[src/rtl/gpipe_raster_arbiter.sv]
// Round-robin arbiter sharing one rasterizer command port among NUM_REQ dispatchers, locked per triangle.
// Optional lock watchdog: define GPIPE_ARB_TIMEOUT_EN to enable it (limit set by TIMEOUT_CYCLES).
module gpipe_raster_arbiter #(
    parameter int NUM_REQ        = 4,
    parameter int TIMEOUT_CYCLES = 256
) (
    input  logic                       clk,
    input  logic                       rst_n,
    input  logic [NUM_REQ-1:0]         req_valid,
    output logic [NUM_REQ-1:0]         req_ready,
    input  logic [3*NUM_REQ-1:0]       req_type,
    input  logic [32*NUM_REQ-1:0]      req_x,
    input  logic [32*NUM_REQ-1:0]      req_y,
    output logic                       rast_valid,
    input  logic                       rast_ready,
    output logic [2:0]                 rast_type,
    output logic [31:0]                rast_x,
    output logic [31:0]                rast_y,
    output logic [$clog2(NUM_REQ)-1:0] rast_src,
    output logic                       locked,
    output logic                       lock_timeout
);

    localparam int IDX_W = $clog2(NUM_REQ);
    localparam int CW    = IDX_W + 1;

    localparam logic [2:0] T_SET_V0 = 3'd1;
    localparam logic [2:0] T_SET_V2 = 3'd3;
    localparam logic [2:0] T_DRAW   = 3'd4;

    if (NUM_REQ < 2 || NUM_REQ > 8 || TIMEOUT_CYCLES < 1) begin : g_param_check
        $error("gpipe_raster_arbiter: NUM_REQ must be 2..8 and TIMEOUT_CYCLES >= 1");
    end

    typedef enum logic {
        ST_IDLE   = 1'b0,
        ST_LOCKED = 1'b1
    } state_t;

    state_t           state_q, state_d;
    logic [IDX_W-1:0] rr_ptr_q, rr_ptr_d;
    logic [IDX_W-1:0] owner_q, owner_d;
    logic [IDX_W-1:0] win_idx;
    logic [IDX_W-1:0] next_ptr;
    logic [CW-1:0]    cand;
    logic             win_found;
    logic             slot_free;
    logic             acc;
    logic [2:0]       sel_type;
    logic [31:0]      sel_x;
    logic [31:0]      sel_y;

    // Handshake: a command moves on a port in any cycle where its valid and ready are
    // both high at the rising edge; ready never depends on the command payload.
    assign slot_free = !rast_valid || rast_ready;
    assign locked    = (state_q == ST_LOCKED);

    // Winner: the owner while locked, otherwise first valid requester from rr_ptr upward.
    always_comb begin
        win_found = 1'b0;
        win_idx   = '0;
        cand      = '0;
        if (state_q == ST_LOCKED) begin
            win_found = 1'b1;
            win_idx   = owner_q;
        end else begin
            for (int k = 0; k < NUM_REQ; k++) begin
                cand = {1'b0, rr_ptr_q} + CW'(k);
                if (cand >= CW'(NUM_REQ)) cand = cand - CW'(NUM_REQ);
                if (!win_found && req_valid[cand[IDX_W-1:0]]) begin
                    win_found = 1'b1;
                    win_idx   = cand[IDX_W-1:0];
                end
            end
        end
    end

    always_comb begin
        req_ready = '0;
        if (win_found && slot_free) req_ready[win_idx] = 1'b1;
    end

    assign acc      = win_found && slot_free && req_valid[win_idx];
    assign next_ptr = (win_idx == IDX_W'(NUM_REQ - 1)) ? '0 : win_idx + 1'b1;

    always_comb begin
        sel_type = '0;
        sel_x    = '0;
        sel_y    = '0;
        for (int i = 0; i < NUM_REQ; i++) begin
            if (win_idx == IDX_W'(i)) begin
                sel_type = req_type[3*i +: 3];
                sel_x    = req_x[32*i +: 32];
                sel_y    = req_y[32*i +: 32];
            end
        end
    end

`ifdef GPIPE_ARB_TIMEOUT_EN
    localparam int WD_W = $clog2(TIMEOUT_CYCLES + 1);

    logic [WD_W-1:0]  wd_cnt_q;
    logic [IDX_W-1:0] owner_next;
    logic             wd_hit;

    // Fires on the edge that would make the idle-owner count reach TIMEOUT_CYCLES.
    assign wd_hit     = (state_q == ST_LOCKED) && !acc && (wd_cnt_q == WD_W'(TIMEOUT_CYCLES - 1));
    assign owner_next = (owner_q == IDX_W'(NUM_REQ - 1)) ? '0 : owner_q + 1'b1;

    always_ff @(posedge clk or negedge rst_n) begin
        if (!rst_n) begin
            wd_cnt_q     <= '0;
            lock_timeout <= 1'b0;
        end else begin
            lock_timeout <= wd_hit;
            if (state_q != ST_LOCKED || acc || wd_hit) wd_cnt_q <= '0;
            else                                       wd_cnt_q <= wd_cnt_q + 1'b1;
        end
    end
`else
    assign lock_timeout = 1'b0;
`endif

    always_comb begin
        state_d  = state_q;
        owner_d  = owner_q;
        rr_ptr_d = rr_ptr_q;
        if (acc) begin
            case (state_q)
                ST_IDLE: begin
                    if (sel_type >= T_SET_V0 && sel_type <= T_SET_V2) begin
                        state_d = ST_LOCKED;
                        owner_d = win_idx;
                    end else begin
                        rr_ptr_d = next_ptr;
                    end
                end
                ST_LOCKED: begin
                    if (sel_type == T_DRAW) begin
                        state_d  = ST_IDLE;
                        rr_ptr_d = next_ptr;
                    end
                end
                default: state_d = ST_IDLE;
            endcase
        end
`ifdef GPIPE_ARB_TIMEOUT_EN
        if (wd_hit) begin
            state_d  = ST_IDLE;
            rr_ptr_d = owner_next;
        end
`endif
    end

    always_ff @(posedge clk or negedge rst_n) begin
        if (!rst_n) begin
            state_q  <= ST_IDLE;
            rr_ptr_q <= '0;
            owner_q  <= '0;
        end else begin
            state_q  <= state_d;
            rr_ptr_q <= rr_ptr_d;
            owner_q  <= owner_d;
        end
    end

    // Output stage reloads on any accept, even while draining, for one command per cycle.
    always_ff @(posedge clk or negedge rst_n) begin
        if (!rst_n) begin
            rast_valid <= 1'b0;
            rast_type  <= '0;
            rast_x     <= '0;
            rast_y     <= '0;
            rast_src   <= '0;
        end else if (acc) begin
            rast_valid <= 1'b1;
            rast_type  <= sel_type;
            rast_x     <= sel_x;
            rast_y     <= sel_y;
            rast_src   <= win_idx;
        end else if (rast_ready) begin
            rast_valid <= 1'b0;
        end
    end

endmodule
[config.mk]
export PLATFORM = sky130hd
export DESIGN_NAME = gpipe_raster_arbiter
export DESIGN_NICKNAME = d
export VERILOG_FILES = /design/src/rtl/gpipe_raster_arbiter.sv
export SDC_FILE = /design/constraint.sdc
export NUM_CORES = 1
export LEC_CHECK = 0
export BUFFER_PORTS_ARGS = -buffer_cell sky130_fd_sc_hd__clkbuf_2
export CAP_MARGIN = 20
export CORE_AREA = 2 2 137 139
export DETAILED_ROUTE_END_ITERATION = 10
export DIE_AREA = 0 0 139 141
export PLACE_DENSITY_LB_ADDON = 0.1
export SLEW_MARGIN = 10
export SYNTH_ARGS = -nofsm -noshare
export SYNTH_HDL_FRONTEND = slang
export SYNTH_SLANG_ARGS = --single-unit
[constraint.sdc]
create_clock -name clk -period 4.4 [get_ports clk]
set_input_delay 0.88 -clock clk [delete_from_list [all_inputs] [get_ports clk]]
set_output_delay 0.88 -clock clk [all_outputs]
set_load 0.02 [all_outputs]
==> run_results.csv <==
group,metric,value,unit
status,outcome,"complete, no violations",
sta,skew,0.00857,ns
cts,cts.clk_slew.worst_paths,0.05,ns
critical_path,endpoint_kind,"output port",
critical_path,crit_chain,"clkbuf_2 > nand2b_1 > a21oi_1 > o41ai_4 > ha_2 > buf_4 > and2_1 > clkbuf_2",
detailed_routing,antenna_left,0,
final_layout,n_antenna_cell,0,
final_layout,drive_gt1_share,49.7,%
min_path,holdPathStages,1,
logic_synthesis,synth.distinct_cells,47,
final_layout,area_growth,40.9,%
critical_path,crit_slowest_cell,"o41ai_4",
place,place_hpwl,14.5,mm
critical_path,crit_path_max_fanout,34,
logic_synthesis,synth-async-reset-ratio,100,%
global_route,grt_pass1_vias,5487,
critical_path,cp_num_buf_inv,3,
detailed_routing,routedWlPerCell,16.1,um
power,p_clk_share,11.4,%
sta,final.period_utilization,89.1,%
sta,hold-worst-slack,0.505,ns
power,pwr_density_cell,811,nW/um2
power,switching_share,44.9,%
die,row_count,50,
cts,postCtsSetupBuffers,0,
sta,hold_viol,0,
logic_synthesis,syn_nets,882,
place,gp_congestion,0.847,
logic_synthesis,synth_flop_cell,"dfrtp_1",
critical_path,cp.arrival,3.04,ns
detailed_routing,drt_iter0_drc,173,
critical_path,max_stage_delay,0.56,ns
cts,clock_latency,0.33,ns
cts,cts_buffer_depth,2,
die,dieArea,19600,um2
sta,tightest_slew,0.798,ns
power,p_leak,3.96,nW
logic_synthesis,ys_ff_latch,75,
sta,drv_slew,0,
global_route,grt_max_degree,71,
power,seqPwrFrac,20.0,%
cts,clockRootBuffer,"clkbuf_16",
global_route,grt_first_pass_wirelength,29.3,mm
cts,cts_buffers,9,
die,start_util,29.5,%
power,p_comb_share,68.6,%
die,die_w,139,um
die,dieHeight,141,um
cts,cts.repair.resized,0,
critical_path,worstSetupPathType,"input pin to output port",
sta,rsz0062_at_grt,"false",
global_route,grt_use_total,18.8,%
power,netSwitchingPower,2.76,mW
critical_path,crit_top_cell,"clkbuf_2",
critical_path,required,3.52,ns
cts,cts_tree,"yes",
sta,fin_crit,3.92,ns
final_layout,final_nets,1199,
critical_path,start_kind,"input pin",
die,core_area,18300,um2
logic_synthesis,yosysSeqAreaShare,34.8,%
cts,cts_hold_buf,0,
power,vdd_drop_max,365,uV
detailed_routing,dr.pass1.iters,4,
detailed_routing,drc,0,
global_route,grt-ovfl-total,0,
logic_synthesis,syn_area,5390,um2
die,io_pins,351,
detailed_routing,avgViaCountPerCell,4.79,
sta,setup_tns,0,ns
sta,setup_violations,0,
critical_path,worst_r2r_path_depth,11,
cts,htree_levels,3,
logic_synthesis,synth_edf_count,0,
power,p_int,3.39,mW
flow_run,maxCapViolCount,0,
sta,clock.fmax,0.255,GHz
logic_synthesis,netlist_instances,603,
cts,cts_sinks,75,
logic_synthesis,yosysWarnings,0,
detailed_routing,route.vias.total,5545,
logic_synthesis,syn_avg_cell_area,8.93,um2
min_path,hold_class,"flip-flop to flip-flop",
place,io_buffers,349,
critical_path,worstSetupPathDepth,8,
final_layout,fillers,1919,
critical_path,crit_family,"buffers and inverters",
sta,relSlewSlack,46.7,%
global_route,antenna_found_initial,0,
detailed_routing,routed_wl,18.6,mm
flip-flops by register name, summed over array words and instances (netlist names):
name	count
rr_ptr_q	2
locked	1
owner_q	2
rast_y	32
rast_src	2
rast_type	3
rast_valid	1
rast_x	32
kinds of logic after synthesis:
family / share of synthesized area (%)
other: 0.0696
adders and majority gates: 0.929
and+or+nand+nor: 13.6
buffers and inverters: 5.18
muxes: 19.8
AOI/OAI and AO/OA: 25.6
DFF: 34.8
synth_stat cells (2+ instances only):
cell type | number | share of area (%)
a22oi_1 | 64 | 8.9
o21a_1 | 2 | 0.28
nand2b_1 | 6 | 0.70
a31oi_1 | 2 | 0.23
nor2b_1 | 3 | 0.35
nand2_1 | 73 | 5.1
inv_1 | 3 | 0.21
ha_1 | 4 | 0.93
mux2_2 | 4 | 0.84
nor3_1 | 2 | 0.19
a21oi_1 | 67 | 6.2
clkbuf_1 | 37 | 2.6
and3b_1 | 2 | 0.33
nor2_1 | 69 | 4.8
o21ai_0 | 70 | 6.5
nor4_1 | 2 | 0.23
o31ai_1 | 4 | 0.56
buf_1 | 7 | 0.49
buf_6 | 7 | 1.5
mux2_4 | 68 | 19
and2_1 | 7 | 0.81
dfrtp_1 | 75 | 35
placed cells by master (no fill, tap or decap), types with 7 or more instances in the layout:
master and instances:
mux2_4 68, a21oi_1 67, nor2_1 69, a22oi_1 64, buf_4 10, and2_1 7
dfrtp_1 75, clkbuf_16 9, o21ai_0 70, clkbuf_2 348, nand2_1 73
area by class of cell:
cell class / count / area [um2] / share of cell area [%]
well taps: 234 / 293 / 3.86
clock buffers: 13 / 270 / 3.56
inverters: 4 / 15.0 / 0.198
multi-input cells: 470 / 3270 / 43.1
flip-flops and latches: 75 / 1880 / 24.7
clock inverters: 2 / 10.0 / 0.132
repair buffers: 360 / 1860 / 24.5
metal layers:
metal | global-route usage [%] | part of all wire (%) | vias up
met2 | 34.4 | 52 | 227
met3 | 4.65 | 7.0 | 19
met4 | 6.17 | 1.7 | 0
li1 | - | - | 2807
met1 | 21.6 | 39 | 2492
met5 | 0 | 0 | -
final timing paths:
path / from / to / slack [ns]
max in group asynchronous: rst_n / rast_x[15] / 2.97
hold reg to reg: rast_y[4] / rast_y[4] / 0.51
hold / removal: rast_y[4] / rast_y[4] / 0.51
setup / recovery: req_valid[3] / req_ready[1] / 0.48
min in group asynchronous: rst_n / rast_x[9] / 0.56
setup reg to reg: rr_ptr_q[1] / rr_ptr_q[0] / 0.92
stage by stage:
step	area, um2	cells	util [%]	worst slack (ns)	power, mW
2_1_floorplan	5390	603	-	0.544	4.42
3_5_place_dp	7310	1143	40.0	0.352	5.53
3_3_place_gp	7310	1143	40.0	0.413	5.51
6_report	7590	1158	41.5	0.477	6.15
5_1_grt	7590	1158	41.5	0.275	6.75
4_1_cts	7590	1158	41.5	0.478	6.27
power groups by stage:
stage	clock network [mW]	registers, mW	logic, mW
floorplan	0	1.56	2.86
global placement	0	1.24	4.27
detailed placement	0	1.24	4.29
CTS	0.738	1.24	4.29
global route	0.768	1.28	4.70
finish	0.701	1.23	4.22
(Power assumes the default switching activity.)
